[src/rtl/wb_mux_pkg.sv]
// Shared types and constants for the Wishbone user-port mux.
// The status register layout here is only used when WB_MUX_STATUS_EN is defined.
package wb_mux_pkg;

    typedef enum logic [1:0] {
        ST_IDLE = 2'd0,
        ST_REQ  = 2'd1,
        ST_RESP = 2'd2
    } state_e;

    localparam logic [31:0] ERR_DATA_DEF = 32'hDEAD_C0DE;

    localparam int STAT_STICKY_BIT = 0;
    localparam int STAT_PORT_LSB   = 4;
    localparam int STAT_CNT_LSB    = 16;

    function automatic logic [31:0] status_word(input logic [15:0] to_cnt,
                                                input logic [3:0]  last_port,
                                                input logic        sticky);
        logic [31:0] w;
        w                            = '0;
        w[STAT_CNT_LSB +: 16]        = to_cnt;
        w[STAT_PORT_LSB +: 4]        = last_port;
        w[STAT_STICKY_BIT]           = sticky;
        return w;
    endfunction

endpackage

[src/rtl/wb_user_port_mux_if.sv]
// Management-side Wishbone slave bus of the user-port mux.
interface wb_user_port_mux_if;
    logic        wbs_cyc_i;
    logic        wbs_stb_i;
    logic        wbs_we_i;
    logic [3:0]  wbs_sel_i;
    logic [31:0] wbs_adr_i;
    logic [31:0] wbs_dat_i;
    logic        wbs_ack_o;
    logic [31:0] wbs_dat_o;

    modport master (
        output wbs_cyc_i, wbs_stb_i, wbs_we_i, wbs_sel_i, wbs_adr_i, wbs_dat_i,
        input  wbs_ack_o, wbs_dat_o
    );

    modport slave (
        input  wbs_cyc_i, wbs_stb_i, wbs_we_i, wbs_sel_i, wbs_adr_i, wbs_dat_i,
        output wbs_ack_o, wbs_dat_o
    );
endinterface

[src/rtl/wb_mux_timeout.sv]
// Bus-error timeout counter: cleared on load, counts while enabled, sticks at TIMEOUT.
module wb_mux_timeout #(
    parameter int TIMEOUT = 255
) (
    input  logic clk,
    input  logic rst_n,
    input  logic load,
    input  logic en,
    output logic expired
);

    localparam int CNT_W = $clog2(TIMEOUT + 1);

    logic [CNT_W-1:0] cnt;

    assign expired = (cnt == CNT_W'(TIMEOUT));

    always_ff @(posedge clk or negedge rst_n) begin
        if (!rst_n) begin
            cnt <= '0;
        end else if (load) begin
            cnt <= '0;
        end else if (en && !expired) begin
            cnt <= cnt + CNT_W'(1);
        end
    end

endmodule

[src/rtl/wb_user_port_mux.sv]
// Wishbone fabric from the mgmt user-area port to NUM_PORTS sub-projects, with bus-error timeout.
// Define WB_MUX_STATUS_EN to map a status register at the top port index.
module wb_user_port_mux
    import wb_mux_pkg::*;
#(
    parameter int          NUM_PORTS = 4,
    parameter logic [31:0] BASE_ADDR = 32'h3000_0000,
    parameter int          SPAN_LOG2 = 16,
    parameter int          TIMEOUT   = 255,
    parameter logic [31:0] ERR_DATA  = ERR_DATA_DEF
) (
    input  logic                      wb_clk_i,
    input  logic                      wb_rst_ni,
    wb_user_port_mux_if.slave         wbs,
    input  logic [NUM_PORTS-1:0]      port_en_i,
    output logic [NUM_PORTS-1:0]      m_cyc_o,
    output logic [NUM_PORTS-1:0]      m_stb_o,
    output logic                      m_we_o,
    output logic [3:0]                m_sel_o,
    output logic [31:0]               m_adr_o,
    output logic [31:0]               m_dat_o,
    input  logic [NUM_PORTS-1:0]      m_ack_i,
    input  logic [32*NUM_PORTS-1:0]   m_dat_i
);

    localparam int IDX_W  = $clog2(NUM_PORTS + 1);
    localparam int HI_LSB = SPAN_LOG2 + IDX_W;
    localparam int NSLOT  = 2 ** IDX_W;

    state_e           state;
    logic [IDX_W-1:0] req_idx;
    logic [IDX_W-1:0] idx_q;
    logic [NSLOT-1:0] en_pad;
    logic [NSLOT-1:0] ack_pad;
    logic             hit;
    logic             port_ok;
    logic             stat_sel;
    logic             accept;
    logic             sel_ack;
    logic             expired;
    logic             ack_q;
    logic [31:0]      rd_data_q;
    logic [31:0]      sel_dat;
    logic [31:0]      status_rd;

    // Zero-padded enable/ack vectors make indices >= NUM_PORTS decode as not present.
    assign en_pad  = NSLOT'(port_en_i);
    assign ack_pad = NSLOT'(m_ack_i);

    assign req_idx = wbs.wbs_adr_i[SPAN_LOG2 +: IDX_W];
    assign hit     = (wbs.wbs_adr_i[31:HI_LSB] == BASE_ADDR[31:HI_LSB]);
    assign port_ok = hit && en_pad[req_idx];
    assign accept  = (state == ST_IDLE) && wbs.wbs_cyc_i && wbs.wbs_stb_i;
    assign sel_ack = ack_pad[idx_q];

    always_comb begin
        sel_dat = '0;
        for (int k = 0; k < NUM_PORTS; k++) begin
            if (idx_q == IDX_W'(k)) sel_dat = m_dat_i[32*k +: 32];
        end
    end

    assign wbs.wbs_ack_o = ack_q & wbs.wbs_cyc_i;
    assign wbs.wbs_dat_o = rd_data_q;

    wb_mux_timeout #(
        .TIMEOUT (TIMEOUT)
    ) u_timeout (
        .clk     (wb_clk_i),
        .rst_n   (wb_rst_ni),
        .load    (accept),
        .en      (state == ST_REQ),
        .expired (expired)
    );

`ifdef WB_MUX_STATUS_EN
    logic [15:0] to_cnt;
    logic [3:0]  last_to_port;
    logic        sticky_err;
    logic        timeout_evt;
    logic        miss_evt;

    assign stat_sel    = hit && (req_idx == {IDX_W{1'b1}});
    assign status_rd   = status_word(to_cnt, last_to_port, sticky_err);
    assign timeout_evt = (state == ST_REQ) && wbs.wbs_cyc_i && !sel_ack && expired;
    assign miss_evt    = accept && !port_ok && !stat_sel;

    always_ff @(posedge wb_clk_i or negedge wb_rst_ni) begin
        if (!wb_rst_ni) begin
            to_cnt       <= '0;
            last_to_port <= '0;
            sticky_err   <= 1'b0;
        end else if (accept && !port_ok && stat_sel && wbs.wbs_we_i) begin
            to_cnt       <= '0;
            last_to_port <= '0;
            sticky_err   <= 1'b0;
        end else begin
            if (timeout_evt) begin
                if (to_cnt != 16'hFFFF) to_cnt <= to_cnt + 16'd1;
                last_to_port <= 4'(idx_q);
                sticky_err   <= 1'b1;
            end
            if (miss_evt) sticky_err <= 1'b1;
        end
    end
`else
    assign stat_sel  = 1'b0;
    assign status_rd = '0;
`endif

    always_ff @(posedge wb_clk_i or negedge wb_rst_ni) begin
        if (!wb_rst_ni) begin
            state     <= ST_IDLE;
            idx_q     <= '0;
            ack_q     <= 1'b0;
            rd_data_q <= '0;
            m_cyc_o   <= '0;
            m_stb_o   <= '0;
            m_we_o    <= 1'b0;
            m_sel_o   <= '0;
            m_adr_o   <= '0;
            m_dat_o   <= '0;
        end else begin
            case (state)
                ST_IDLE: begin
                    ack_q <= 1'b0;
                    if (accept) begin
                        if (port_ok) begin
                            idx_q   <= req_idx;
                            m_we_o  <= wbs.wbs_we_i;
                            m_sel_o <= wbs.wbs_sel_i;
                            m_adr_o <= 32'(wbs.wbs_adr_i[SPAN_LOG2-1:0]);
                            m_dat_o <= wbs.wbs_dat_i;
                            m_cyc_o <= NUM_PORTS'(1) << req_idx;
                            m_stb_o <= NUM_PORTS'(1) << req_idx;
                            state   <= ST_REQ;
                        end else if (stat_sel) begin
                            rd_data_q <= wbs.wbs_we_i ? 32'h0 : status_rd;
                            ack_q     <= 1'b1;
                            state     <= ST_RESP;
                        end else begin
                            rd_data_q <= ERR_DATA;
                            ack_q     <= 1'b1;
                            state     <= ST_RESP;
                        end
                    end
                end
                ST_REQ: begin
                    // Master abandoning the cycle takes priority: no ack is owed.
                    if (!wbs.wbs_cyc_i) begin
                        m_cyc_o <= '0;
                        m_stb_o <= '0;
                        state   <= ST_IDLE;
                    end else if (sel_ack) begin
                        rd_data_q <= m_we_o ? 32'h0 : sel_dat;
                        m_cyc_o   <= '0;
                        m_stb_o   <= '0;
                        ack_q     <= 1'b1;
                        state     <= ST_RESP;
                    end else if (expired) begin
                        rd_data_q <= ERR_DATA;
                        m_cyc_o   <= '0;
                        m_stb_o   <= '0;
                        ack_q     <= 1'b1;
                        state     <= ST_RESP;
                    end
                end
                ST_RESP: begin
                    ack_q <= 1'b0;
                    state <= ST_IDLE;
                end
                default: begin
                    ack_q <= 1'b0;
                    state <= ST_IDLE;
                end
            endcase
        end
    end

endmodule
[src/flat_wrapper.sv]
// flat-port wrapper written by rule: the top's interface ports become plain ports
module wb_user_port_mux_flat import wb_mux_pkg::*;
#(
    parameter int          NUM_PORTS = 4,
    parameter logic [31:0] BASE_ADDR = 32'h3000_0000,
    parameter int          SPAN_LOG2 = 16,
    parameter int          TIMEOUT   = 255,
    parameter logic [31:0] ERR_DATA  = ERR_DATA_DEF
)
  (wb_clk_i, wb_rst_ni, port_en_i, m_cyc_o, m_stb_o, m_we_o, m_sel_o, m_adr_o, m_dat_o, m_ack_i, m_dat_i, wbs_wbs_cyc_i, wbs_wbs_stb_i, wbs_wbs_we_i, wbs_wbs_sel_i, wbs_wbs_adr_i, wbs_wbs_dat_i, wbs_wbs_ack_o, wbs_wbs_dat_o);
  wb_user_port_mux_if wbs_i ();
  input  logic wb_clk_i;
  input  logic wb_rst_ni;
  input  logic [NUM_PORTS-1:0] port_en_i;
  output logic [NUM_PORTS-1:0] m_cyc_o;
  output logic [NUM_PORTS-1:0] m_stb_o;
  output logic m_we_o;
  output logic [3:0] m_sel_o;
  output logic [31:0] m_adr_o;
  output logic [31:0] m_dat_o;
  input  logic [NUM_PORTS-1:0] m_ack_i;
  input  logic [32*NUM_PORTS-1:0] m_dat_i;
  input wire logic [$bits(wbs_i.wbs_cyc_i)-1:0] wbs_wbs_cyc_i;
  input wire logic [$bits(wbs_i.wbs_stb_i)-1:0] wbs_wbs_stb_i;
  input wire logic [$bits(wbs_i.wbs_we_i)-1:0] wbs_wbs_we_i;
  input wire logic [$bits(wbs_i.wbs_sel_i)-1:0] wbs_wbs_sel_i;
  input wire logic [$bits(wbs_i.wbs_adr_i)-1:0] wbs_wbs_adr_i;
  input wire logic [$bits(wbs_i.wbs_dat_i)-1:0] wbs_wbs_dat_i;
  output wire logic [$bits(wbs_i.wbs_ack_o)-1:0] wbs_wbs_ack_o;
  output wire logic [$bits(wbs_i.wbs_dat_o)-1:0] wbs_wbs_dat_o;
  assign wbs_i.wbs_cyc_i = wbs_wbs_cyc_i;
  assign wbs_i.wbs_stb_i = wbs_wbs_stb_i;
  assign wbs_i.wbs_we_i = wbs_wbs_we_i;
  assign wbs_i.wbs_sel_i = wbs_wbs_sel_i;
  assign wbs_i.wbs_adr_i = wbs_wbs_adr_i;
  assign wbs_i.wbs_dat_i = wbs_wbs_dat_i;
  assign wbs_wbs_ack_o = wbs_i.wbs_ack_o;
  assign wbs_wbs_dat_o = wbs_i.wbs_dat_o;
  wb_user_port_mux #(.NUM_PORTS(NUM_PORTS), .BASE_ADDR(BASE_ADDR), .SPAN_LOG2(SPAN_LOG2), .TIMEOUT(TIMEOUT), .ERR_DATA(ERR_DATA)) u_core (.wb_clk_i(wb_clk_i), .wb_rst_ni(wb_rst_ni), .wbs(wbs_i), .port_en_i(port_en_i), .m_cyc_o(m_cyc_o), .m_stb_o(m_stb_o), .m_we_o(m_we_o), .m_sel_o(m_sel_o), .m_adr_o(m_adr_o), .m_dat_o(m_dat_o), .m_ack_i(m_ack_i), .m_dat_i(m_dat_i));
endmodule
[config.mk]
export PLATFORM = sky130hd
export DESIGN_NAME = wb_user_port_mux_flat
export DESIGN_NICKNAME = d
export VERILOG_FILES = /design/src/rtl/wb_mux_pkg.sv /design/src/rtl/wb_user_port_mux_if.sv /design/src/rtl/wb_mux_timeout.sv /design/src/rtl/wb_user_port_mux.sv /design/src/flat_wrapper.sv
export SDC_FILE = /design/constraint.sdc
export NUM_CORES = 1
export LEC_CHECK = 0
export BUFFER_PORTS_ARGS = -buffer_cell sky130_fd_sc_hd__buf_4
export CAP_MARGIN = 15
export CORE_AREA = 2 2 173 107
export CTS_BUF_LIST = sky130_fd_sc_hd__clkbuf_4 sky130_fd_sc_hd__clkbuf_8
export CTS_CLUSTER_DIAMETER = 60
export DETAILED_ROUTE_END_ITERATION = 6
export DIE_AREA = 0 0 175 109
export GPL_ROUTABILITY_DRIVEN = 0
export SLEW_MARGIN = 20
export SYNTH_ARGS = -nofsm -noshare
export SYNTH_HDL_FRONTEND = slang
export SYNTH_SLANG_ARGS = --single-unit
[constraint.sdc]
create_clock -name wb_clk_i -period 2.27 [get_ports wb_clk_i]
set_input_delay 0.227 -clock wb_clk_i [delete_from_list [all_inputs] [get_ports wb_clk_i]]
set_output_delay 0.227 -clock wb_clk_i [all_outputs]
set_load 0.01 [all_outputs]
==> flow_summary_export.csv <==
group,metric,value,unit
final_layout,final_common_cell,"buf_4",
clock_tree,numCtsBuffers,9,
timing,layout_setup_ws,0.239,ns
critical_path,worstSetupStartpoint,"u_core.state[1]$_DFFE_PN0P_",
clock_tree,clock_tree.root_cell,"clkbuf_8",
clock_tree,cts.path.max_buffers,2,
die,ios,319,
timing,clock.fmax,492,MHz
die,rows,38,
critical_path,arrival,2.29,ns
drt,drc,0,
synth,yosys_warnings,0,
timing,finalHoldViolations,0,
drt,vias_per_cell,4.64,
power,leakagePower,3.83,nW
critical_path,r2r_end,"u_core.m_adr_o[3]$_DFFE_PN0P_",
synth,synth.area.top_cells,"dfrtp_1 50%, mux2_2 11%, mux4_2 9.2%",
final_layout,diodes,0,
timing,finalCritPeriodShare,0.895,
die,core_area,17600,sq um
drt,drt_iter0_markers,178,
synth,synth_area,5150,sq um
die,die_w,175,um
drt,first_pass_iters,4,
power,total_power,3.65,mW
grt,grt-ovfl-total,0,
clock_tree,cts_setup_buffers,0,
hold_path,hold_path_end,"u_core.m_dat_o[19]$_DFFE_PN0P_",
timing,worst_pin_slew,0.627,ns
flow_run,maxCapViolCount,0,
grt,grt_usage,0.155,
synth,syn_area_per_cell,13.1,sq um
critical_path,required,2.53,ns
final_layout,final_layout_size_suffix_gt1_frac,0.592,
clock_tree,cts_sinks,103,
power,power_density,465,nW/um^2
final_layout,fin_util,0.446,
timing,finClkSkew,0.0115,ns
placed_design,numPortBuffers,302,
timing,drv_slew,0,
grt,grt_pass1_vias,4569,
die,start_util,0.292,
timing,fin_crit,2.03,ns
timing,slew_headroom,0.582,
grt,antenna_found_initial,0,
power,max-vdd-ir-drop,0.293,mV
hold_path,holdPathStages,2,
grt,grt_start_max_net_pins,60,
final_layout,final_cell_mix,"311 x buf_4, 101 x dfrtp_1, 49 x mux2_2",
placed_design,dp_slack,0.119,ns
clock_tree,htree_levels,3,
drt,dr_total_vias,4320,
clock_tree,cts_tree,"built",
critical_path,reg2reg_depth,5,
critical_path,worstSetupEndpointType,"flop",
final_layout,areaGrowthSynthToFinish,52.6,%
timing,fin_setup_tns,0,ns
grt,grt_pass1_wl,23400,um
critical_path,regToRegStartpoint,"u_core.state[1]$_DFFE_PN0P_",
critical_path,reg2reg_slack,0.24,ns
synth,synthDistinctLibCells,43,
timing,setup_viol,0,
placed_design,hpwlAfterDp,11900,um
die,die_area,19100,sq um
final_layout,fin_cells,931,
final_layout,nets,896,
run_status,status,"finished clean",
critical_path,worst-setup-path-type,"reg2reg",
clock_tree,clk_latency,0.37,ns
hold_path,hp-start,"wbs_wbs_dat_i[19]",
synth,ys_ff_latch,103,
drt,wl,15300,um
synth,postSynthCellCount,392,
synth,seq_area_frac_synth,0.500,
hold_path,hold_class,"in2reg",
synth,yosysTopAreaCell,"dfrtp_1",
clock_tree,clk_pin_slew_worst_paths,0.10,ns
timing,rsz0062_at_grt,"false",
placed_design,placed_cells_incl_taps,914,
drt,ant_nets,0,
critical_path,critPathMaxFanout,59,
critical_path,cp-start-kind,"flop",
die,die_height,109,um
synth,yosysTopAreaCellShare,0.500,
drt,wl_per_cell,16.4,um
[logic make-up after synthesis]
kind of cell | after synthesis | synth area share
other | 1 | 0.000728
AO/OA/AOI/OAI | 79 | 0.118
flip-flops | 103 | 0.500
AND/OR/NAND/NOR | 62 | 0.0777
adder cells (fa/ha/maj) | 1 | 0.00243
buffers and inverters | 54 | 0.0588
multiplexers | 88 | 0.235
XOR/XNOR | 4 | 0.00680
[sequential cells by signal (all words and copies together), names as in the netlist]
name	flops
u_core.wbs.wbs_dat_o	32
u_core.m_dat_o	32
u_core.m_we_o	1
u_core.idx_q	3
u_core.m_adr_o	16
u_core.state	2
u_core.ack_q	1
u_core.m_sel_o	4
u_core.u_timeout.cnt	8
u_core.m_cyc_o	4
[worst max-delay path: stages, from the launching register on]
cell	delay, ns
dfrtp_1	0.43
nor2_1	0.24
nand3_4	0.18
nor4b_4	0.34
buf_12	0.32
mux2_2	0.37
[synth_stat cells]
master / instances
dfrtp_1: 103
mux2_2: 49
buf_4: 22
mux4_2: 21
nor2b_1: 21
o22a_1: 20
o21ai_0: 16
buf_2: 14
a22o_1: 13
mux2i_1: 13
o221ai_1: 13
nor2_1: 12
clkbuf_1: 7
inv_1: 7
nand2_1: 6
nand3_1: 6
a21oi_1: 5
mux2_1: 5
xnor2_1: 4
a211oi_1: 3
buf_1: 3
nor3_1: 3
o2bb2ai_1: 3
a32o_1: 2
nand4_1: 2
nor4b_1: 2
a221o_1: 1
a22oi_1: 1
and2_1: 1
and3_1: 1
conb_1: 1
ha_1: 1
inv_2: 1
nand2b_1: 1
nand3_2: 1
nand3_4: 1
nor2_8: 1
nor2b_2: 1
nor4_4: 1
nor4b_4: 1
o21ai_1: 1
o21bai_1: 1
or3_1: 1
[stage by stage]
stage                     hold slack (ns)  instance area [sq um]
after floorplan                   -0.0686                   5210
after global placement             0.0999                   7610
after detailed placement            0.105                   7610
after CTS                          0.0407                   7860
after global routing               0.0325                   7860
final                              0.0704                   7860
[timing repair]
action / 4_1_cts / 5_1_grt
endpoints found under the setup margin: 0 / 13
hold buffers: 1 / 0
hold endpoints to repair: 52 / 0
gates resized for setup: 0 / 1
[report_power, final]
group	internal, mW	switching [mW]	leakage [nW]
registers	1.84	0.00231	1.33
clock network	0.649	0.715	0.119
logic	0.298	0.153	2.38
[area by class of cell]
class | count | area, sq um
Multi-Input combinational cell | 250 | 2330
Fill cell | 1654 | 9780
Inverter | 8 | 30.0
Clock inverter | 7 | 114
Sequential cell | 103 | 2580
Timing Repair Buffer | 314 | 2380
Tap cell | 240 | 300
Clock buffer | 9 | 124
[routing by layer]
layer	part of all wire	vias up	GRT usage
met5	0	-	0
met4	0.011	0	0.0363
met3	0.068	16	0.0443
met2	0.50	155	0.262
met1	0.42	2129	0.199
li1	-	2020	-
[worst max-delay path by stage]
stage / slack (ns) / end
floorplan: 0.33 / u_core.m_dat_o[17]$_DFFE_PN0P_
global route: 0.16 / u_core.m_adr_o[3]$_DFFE_PN0P_
global placement: 0.23 / u_core.wbs.wbs_dat_o[11]$_DFFE_PN0P_
detailed placement: 0.12 / u_core.wbs.wbs_dat_o[24]$_DFFE_PN0P_
finish: 0.24 / u_core.m_adr_o[3]$_DFFE_PN0P_
CTS: 0.11 / u_core.wbs.wbs_dat_o[24]$_DFFE_PN0P_
Power figures use the tool's default switching activity.
